## src/rtl/utf8_stream_sequencer.sv

```systemverilog
// Feeds a registered UTF-8 decoder one byte at a time from a valid/ready stream and
// re-emits its results as a valid/ready code point stream with U+FFFD substitution.
module utf8_stream_sequencer #(
    parameter int ERR_CNT_W = 16
) (
    input  logic                 clock,
    input  logic                 reset,
    input  logic                 in_valid,
    output logic                 in_ready,
    input  logic [7:0]           in_byte,
    input  logic                 in_last,
    output logic                 dec_reset,
    output logic                 dec_allow,
    output logic                 dec_finish,
    output logic [7:0]           dec_byte,
    input  logic [20:0]          dec_code_point,
    input  logic [1:0]           dec_status,
    output logic                 out_valid,
    input  logic                 out_ready,
    output logic [20:0]          out_code_point,
    output logic                 out_error,
    output logic                 out_last,
    output logic [ERR_CNT_W-1:0] error_count
);

    // DRAIN reset decoder | IDLE accept byte | ISSUE drive decoder | WAIT latency | CHECK sample status | EMIT hand off
    typedef enum logic [2:0] {DRAIN, IDLE, ISSUE, WAIT, CHECK, EMIT} state_t;

    localparam logic [1:0]  ST_INPROCESS = 2'd1;
    localparam logic [1:0]  ST_READY     = 2'd2;
    localparam logic [20:0] REPLACEMENT  = 21'h00FFFD;

    state_t     state;
    logic       drain_cnt;
    logic [7:0] hold_byte;
    logic       hold_last;
    logic       pending;
    logic       reissue;
    logic       fin_cycle;

    always_ff @(posedge clock) begin
        if (reset) begin
            state          <= DRAIN;
            drain_cnt      <= 1'b0;
            hold_byte      <= 8'h00;
            hold_last      <= 1'b0;
            pending        <= 1'b0;
            reissue        <= 1'b0;
            fin_cycle      <= 1'b0;
            in_ready       <= 1'b0;
            dec_reset      <= 1'b1;
            dec_allow      <= 1'b0;
            dec_finish     <= 1'b0;
            dec_byte       <= 8'h00;
            out_valid      <= 1'b0;
            out_code_point <= 21'h0;
            out_error      <= 1'b0;
            out_last       <= 1'b0;
            error_count    <= '0;
        end else begin
            dec_allow  <= 1'b0;
            dec_finish <= 1'b0;
            case (state)
                DRAIN: begin
                    pending   <= 1'b0;
                    reissue   <= 1'b0;
                    fin_cycle <= 1'b0;
                    if (drain_cnt) begin
                        drain_cnt <= 1'b0;
                        dec_reset <= 1'b0;
                        in_ready  <= 1'b1;
                        state     <= IDLE;
                    end else begin
                        drain_cnt <= 1'b1;
                    end
                end
                IDLE: begin
                    if (in_valid) begin
                        hold_byte  <= in_byte;
                        hold_last  <= in_last;
                        in_ready   <= 1'b0;
                        dec_allow  <= 1'b1;
                        dec_byte   <= in_byte;
                        dec_finish <= fin_cycle;
                        state      <= ISSUE;
                    end
                end
                ISSUE: state <= WAIT;
                WAIT:  state <= CHECK;
                CHECK: begin
                    case (dec_status)
                        ST_READY: begin
                            pending        <= 1'b0;
                            out_valid      <= 1'b1;
                            out_code_point <= dec_code_point;
                            out_error      <= 1'b0;
                            out_last       <= hold_last;
                            state          <= EMIT;
                        end
                        ST_INPROCESS: begin
                            pending <= 1'b1;
                            if (hold_last) begin
                                // stream ended mid-sequence: close it with finish on the same byte
                                fin_cycle  <= 1'b1;
                                dec_allow  <= 1'b1;
                                dec_byte   <= hold_byte;
                                dec_finish <= 1'b1;
                                state      <= ISSUE;
                            end else begin
                                in_ready <= 1'b1;
                                state    <= IDLE;
                            end
                        end
                        default: begin
                            pending        <= 1'b0;
                            out_valid      <= 1'b1;
                            out_code_point <= REPLACEMENT;
                            out_error      <= 1'b1;
                            state          <= EMIT;
                            if (fin_cycle) begin
                                out_last <= 1'b1;
                            end else if (pending) begin
                                out_last <= 1'b0;
                                reissue  <= 1'b1;
                            end else begin
                                out_last <= hold_last;
                            end
                        end
                    endcase
                end
                EMIT: begin
                    if (out_ready) begin
                        out_valid <= 1'b0;
                        if (out_error && (error_count != '1)) begin
                            error_count <= error_count + 1'b1;
                        end
                        if (reissue) begin
                            // rejected continuation byte restarts decoding from the ground state
                            reissue    <= 1'b0;
                            dec_allow  <= 1'b1;
                            dec_byte   <= hold_byte;
                            dec_finish <= fin_cycle;
                            state      <= ISSUE;
                        end else if (out_last) begin
                            dec_reset <= 1'b1;
                            drain_cnt <= 1'b0;
                            state     <= DRAIN;
                        end else begin
                            in_ready <= 1'b1;
                            state    <= IDLE;
                        end
                    end
                end
                default: begin
                    dec_reset <= 1'b1;
                    drain_cnt <= 1'b0;
                    in_ready  <= 1'b0;
                    out_valid <= 1'b0;
                    state     <= DRAIN;
                end
            endcase
        end
    end

endmodule

```

## config.mk

```make
export PLATFORM = sky130hd
export DESIGN_NAME = utf8_stream_sequencer
export DESIGN_NICKNAME = d
export VERILOG_FILES = /design/src/rtl/utf8_stream_sequencer.sv
export SDC_FILE = /design/constraint.sdc
export NUM_CORES = 1
export LEC_CHECK = 0
export CORE_AREA = 3 3 83 85
export DETAILED_ROUTE_END_ITERATION = 8
export DIE_AREA = 0 0 86 88
export GPL_ROUTABILITY_DRIVEN = 0
export GPL_TIMING_DRIVEN = 0
export PLACE_DENSITY = 0.9
export SETUP_SLACK_MARGIN = 0.15
export SLEW_MARGIN = 30
export SYNTH_ARGS = -nofsm -noshare
export SYNTH_HDL_FRONTEND = slang
export SYNTH_SLANG_ARGS = --single-unit
```

## constraint.sdc

```tcl
create_clock -name clock -period 5.27 [get_ports clock]
set_input_delay 1.054 -clock clock [delete_from_list [all_inputs] [get_ports clock]]
set_output_delay 1.054 -clock clock [all_outputs]
set_load 0.05 [all_outputs]
```

==> results of run 1 <==
-- path summary, 6_finish.rpt --
kind,start,end,slack (ns)
setup reg to reg,state[0],in_ready,3.41
hold reg to reg,hold_byte[6],hold_byte[6],0.46
setup / recovery,dec_status[0],dec_byte[1],2.48
hold / removal,hold_byte[6],hold_byte[6],0.46
-- cells by family (layout without fill, tap and decap cells) --
group                    after synthesis  count (layout)  share of synthesized area
buffers and inverters                 35             138                     0.0507
adder cells (fa/ha/maj)                3               3                     0.0117
flip-flops                            68              68                      0.425
multiplexers                          11              11                     0.0351
AO/OA/AOI/OAI                         87              87                      0.173
XOR/XNOR                               1               1                    0.00273
AND/OR/NAND/NOR                      179             179                      0.302
-- area by class of cell --
| class | instances | share of cell area |
|---|---|---|
| Timing Repair Buffer | 87 | 0.198 |
| Clock inverter | 5 | 0.0171 |
| Sequential cell | 68 | 0.310 |
| Multi-Input combinational cell | 281 | 0.383 |
| Clock buffer | 11 | 0.0322 |
| Tap cell | 77 | 0.0219 |
| Buffer | 29 | 0.0319 |
| Inverter | 6 | 0.00513 |
-- cell usage in the layout, fill, tap and decap left out, types with 10 or more instances in the layout --
| master | count |
|---|---|
| clkbuf_1 | 19 |
| clkbuf_8 | 10 |
| nor3b_1 | 17 |
| a21oi_1 | 40 |
| nand3_1 | 12 |
| nand2b_1 | 10 |
| nand2_1 | 37 |
| dfxtp_1 | 68 |
| clkdlybuf4s50_1 | 87 |
| nor3_1 | 25 |
| nor2_1 | 35 |
-- power breakdown --
group	internal, mW	leakage, nW	total [mW]	switching (mW)
clock	0.277	0.113	0.481	0.204
sequential	0.574	0.550	0.608	0.0345
combinational	0.215	0.839	0.584	0.369
-- critical path, cell delays in order --
cell and delay, ns:
clkdlybuf4s50_1 0.49, ha_1 0.14, buf_2 0.19, and3b_1 0.25, a22o_1 0.16, buf_2 0.18, buf_2 0.23, a21oi_1 0.09
a311oi_1 0.26
-- flip-flops by register name, summed over array words and instances (netlist names) --
name and flops:
dec_allow 1, dec_byte 8, dec_finish 1, dec_reset 1
drain_cnt 1, error_count 16, fin_cycle 1, hold_byte 8
hold_last 1, in_ready 1, out_code_point 21, out_error 1
out_last 1, out_valid 1, pending 1, reissue 1
state 3
-- through the flow --
| step | util | power (mW) | instance area [um2] | hold slack (ns) |
|---|---|---|---|---|
| 2_1_floorplan | - | 1.02 | 3210 | 0.436 |
| 3_3_place_gp | 0.665 | 1.18 | 4170 | 0.438 |
| 3_5_place_dp | 0.665 | 1.19 | 4170 | 0.447 |
| 4_1_cts | 0.699 | 1.67 | 4390 | 0.457 |
| 5_1_grt | 0.699 | 1.75 | 4390 | 0.482 |
| 6_report | 0.699 | 1.67 | 4390 | 0.461 |
-- layer usage --
metal | vias up | track usage
li1 | 1592 | -
met1 | 1534 | 0.309
met2 | 140 | 0.375
met3 | 16 | 0.0630
met4 | 0 | 0.112
met5 | - | 0
==> impl_metrics.json, run 1 <==
{
  "hold_path_class": "reg -> reg",
  "preCtsSetupSlack_ns": 2.15,
  "ys_top_cells_by_count": "dfxtp_1, a21oi_1, nand2_1",
  "synth_top_area_frac": 0.425,
  "finalSetupViolations": 0,
  "period_share": 0.529,
  "crit_arrival_ns": 3.05,
  "yosys-top-cells-area": "dfxtp_1, a21oi_1, nand2_1",
  "slew_headroom": 0.630,
  "wl_met3_um": 659,
  "final.fill_count": 487,
  "postSynth.asyncResetShare": 0,
  "wl_met2_mm": 4.20,
  "die_w_um": 86,
  "outcome": "finished, final reports clean",
  "placed_cells": 548,
  "p_leak_nw": 1.50,
  "io_buffers": 87,
  "wl_met1_mm": 3.86,
  "grt_max_degree": 12,
  "core_um2": 6280,
  "slew_viol_final": 0,
  "initial_core_util": 0.511,
  "ys.flop_type": "dfxtp_1",
  "syn_avg_cell_area_um2": 8.35,
  "gr-usage-all-layers": 0.239,
  "syn_nets": 423,
  "cp_max_fo": 10,
  "synth_cells": 384,
  "cts_tree": "built",
  "die_area_um2": 7570,
  "clock_latency_ns": 0.35,
  "power.density_nw_per_um2": 381,
  "clockBufferDepth": 2,
  "ys_seq_elements": 68,
  "wl_per_cell_um": 15.7,
  "top_layer_used": "met4",
  "diodes": 0,
  "final-instance-count-excl-fill": 564,
  "yosys.area.top_type": "dfxtp_1",
  "cap_violations": 0,
  "cts_root_buffer": "clkbuf_8",
  "postLayoutSetupSlackWorst_ns": 2.48,
  "period_minus_slack_ns": 2.79,
  "synth_edf_count": 0,
  "vias": 3282,
  "row_count": 29,
  "fin_nets": 521,
  "first_pass_iters": 5,
  "multi_input_area_um2": 1680,
  "io_pins": 88,
  "ys_warn_count": 0,
  "cp_data_required_time_ns": 5.53,
  "synth.distinct_cells": 51,
  "fmax_ghz": 0.359,
  "fin_skew_ns": 0.00816,
  "dpl.hpwl_mm": 6.29,
  "clkTransAtPathRegs_ns": 0.07,
  "layout-drive-gt1-share": 0.0698,
  "numCtsBuffers": 9,
  "route.final.wire_length_mm": 8.88,
  "fin_tns_setup_ns": 0,
  "route.detailed.drc": 0,
  "worst_setup_path_end_kind": "flop",
  "overflow": 0,
  "vias_per_cell": 5.82,
  "yosysSeqAreaShare": 0.425,
  "die_h_um": 88,
  "area_growth_pct": 36.9,
  "hold_depth": 2,
  "worst_pin_slew_ns": 0.549,
  "grt_pass1_vias": 3043,
  "h-tree-depth": 3,
  "cts_resized": 0,
  "start_kind": "input pin",
  "rsz0062_at_grt": "false",
  "synth_area_um2": 3210,
  "ff2ff_path_depth": 6,
  "ir_drop_mv": 0.349,
  "grt_pass1_wl_mm": 14.4,
  "yosysMostFrequentCell": "dfxtp_1",
  "drt_iter0_drc": 274,
  "register_area_um2": 1360,
  "cts.sink_count": 68,
  "antenna_found_initial": 0,
  "cts_hold_buffers": 0,
  "path_class": "in -> reg",
  "postCtsSetupBuffers": 0,
  "hold_viol": 0,
  "drtAntennaViolNets": 0
}
(Power assumes the default switching activity.)
==> inputs of run 2 (changes only) <==
CORE_AREA = 3 3 86 88   (was 3 3 83 85)
DIE_AREA = 0 0 89 91   (was 0 0 86 88)
PLACE_DENSITY = 0.85   (was 0.9)
clock period = 2.6 ns   (was 5.27 ns; I/O delays follow)
==> run 2 against run 1 <==
Compared with the run above: sequential share of layout area rose by 0.15 points; cell count is 0.35% higher; worst hold slack lost 0.0055 ns; routed wire length increased by 2.5%; count of clock-buffer cells in the layout unchanged; total power up 95%; critical path depth rose by 1; non-clock buffer count unchanged; die area grew 7.0%; worst setup slack worse by 2.1 ns; combinational power rose by 100%; clock skew hardly changed.
==> impl_metrics.json, run 2 (synthesis results as in run 1) <==
{
  "die_w_um": 89,
  "overflow": 0,
  "dpl.hpwl_mm": 6.51,
  "die_area_um2": 8100,
  "worst_setup_path_end_kind": "flop",
  "final_common_cell": "clkdlybuf4s50_1",
  "row_count": 30,
  "vias_per_cell": 5.83,
  "core_um2": 6720,
  "worstReg2RegStart": "state[0]",
  "fmax_ghz": 0.443,
  "h-tree-depth": 3,
  "final_cell_mix": "clkdlybuf4s50_1, dfxtp_1, a21oi_1, nand2_1, nor2_1",
  "ir_drop_mv": 0.326,
  "cts_root_buffer": "clkbuf_8",
  "rsz0062_at_grt": "false",
  "period_minus_slack_ns": 2.26,
  "final_core_util": 0.650,
  "route.final.wire_length_mm": 9.10,
  "area_growth_pct": 36.2,
  "wl_met2_mm": 4.34,
  "crit_top_cell": "buf_2",
  "path_class": "in -> reg",
  "largest_register": "out_code_point",
  "finalSetupViolations": 0,
  "io_pins": 88,
  "wl_per_cell_um": 16.1,
  "p_leak_nw": 1.48,
  "gr-usage-all-layers": 0.228,
  "slowest_delay_ns": 0.43,
  "grt_max_degree": 12,
  "vias": 3297,
  "cp_data_required_time_ns": 2.85,
  "io_buffers": 87,
  "layout-drive-gt1-share": 0.0679,
  "worst_pin_slew_ns": 0.584,
  "cts_hold_buffers": 0,
  "cts_resized": 0,
  "final-instance-count-excl-fill": 566,
  "cp-endpoint": "dec_byte[1]",
  "period_share": 0.869,
  "hold_start": "hold_byte[3]",
  "slew_viol_final": 0,
  "antenna_found_initial": 0,
  "hold_depth": 2,
  "setup.worst_path.start": "dec_status[1]",
  "drtAntennaViolNets": 0,
  "fin_nets": 521,
  "critical_path.slowest_cell": "clkdlybuf4s50_1",
  "slew_headroom": 0.607,
  "largest_reg_flops": 21,
  "postCtsSetupBuffers": 0,
  "r2r_slack_ns": 0.74,
  "cts.sink_count": 68,
  "grt_pass1_wl_mm": 14.8,
  "grt_pass1_vias": 3048,
  "crit_arrival_ns": 2.51,
  "initial_core_util": 0.477,
  "clockBufferDepth": 2,
  "outcome": "finished, final reports clean",
  "first_pass_iters": 5,
  "clkTransAtPathRegs_ns": 0.07,
  "route.detailed.drc": 0,
  "placed_cells": 551,
  "cp_max_fo": 10,
  "cap_violations": 0,
  "hold_viol": 0,
  "timing.rr.end": "error_count[9]",
  "top_layer_used": "met4",
  "final.fill_count": 582,
  "fin_skew_ns": 0.00790,
  "wl_met1_mm": 3.83,
  "reg.largest.list": "out_code_point x21, error_count x16",
  "diodes": 0,
  "start_kind": "input pin",
  "ff2ff_path_depth": 6,
  "cts_tree": "built",
  "path_cells": "clkdlybuf4s50_1, inv_1, ha_1, buf_2, and3b_1, a22o_1, buf_2, buf_2, a21oi_1, a311oi_1",
  "clock_latency_ns": 0.34,
  "die_h_um": 91,
  "numCtsBuffers": 9,
  "drt_iter0_drc": 255,
  "hold_path_class": "reg -> reg",
  "power.density_nw_per_um2": 748,
  "wl_met3_um": 708
}
run 2: cell count changes in the layout (fill, tap and decap cells not counted), sizes merged:
cell / delta
clkinv: -2
bufinv: -1
clkinvlp: +2
run 2: metal layers:
metal  track usage  vias to the layer above
li1              -                     1604
met1         0.295                     1513
met2         0.359                      158
met3        0.0644                       22
met4        0.0844                        0
met5             0                        -
run 2: through the flow:
stage	power, mW	setup slack, ns	setup TNS (ns)	hold WS (ns)	cell area, um2
final	3.27	0.341	0	0.456	4370
after global placement	2.39	0.0582	0	0.438	4180
after floorplan	2.06	0.603	0	0.436	3210
after CTS	3.26	0.358	0	0.457	4370
after global routing	3.42	0.188	0	0.474	4370
after detailed placement	2.41	-0.00928	-0.00928	0.447	4180
run 2: worst min-delay path by stage:
stage / slack [ns] / endpoint
3_5_place_dp: 0.45 / hold_byte[5]
6_report: 0.46 / hold_byte[3]
2_1_floorplan: 0.44 / hold_byte[0]
5_1_grt: 0.47 / out_code_point[20]
3_3_place_gp: 0.44 / out_code_point[19]
4_1_cts: 0.46 / hold_byte[2]
run 2: final cells by class:
class | instances | area (um2) | area share
Multi-Input combinational cell | 281 | 1680 | 0.385
Clock inverter | 4 | 50.0 | 0.0115
Clock buffer | 11 | 141 | 0.0324
Sequential cell | 68 | 1360 | 0.312
Timing Repair Buffer | 87 | 871 | 0.199
Tap cell | 80 | 100 | 0.0229
Inverter | 6 | 22.5 | 0.00515
Buffer | 29 | 140 | 0.0321
run 2: critical path, delay by kind of cell:
family | cells | cell delay, ns
fa+ha+maj | 1 | 0.14
compound gates | 3 | 0.49
simple gates | 1 | 0.25
buf+inv | 5 | 1.11
run 2: power breakdown:
| group | switching, mW | internal [mW] | total [mW] |
|---|---|---|---|
| Combinational | 0.740 | 0.435 | 1.18 |
| Sequential | 0.0695 | 1.16 | 1.23 |
| Clock | 0.399 | 0.462 | 0.861 |
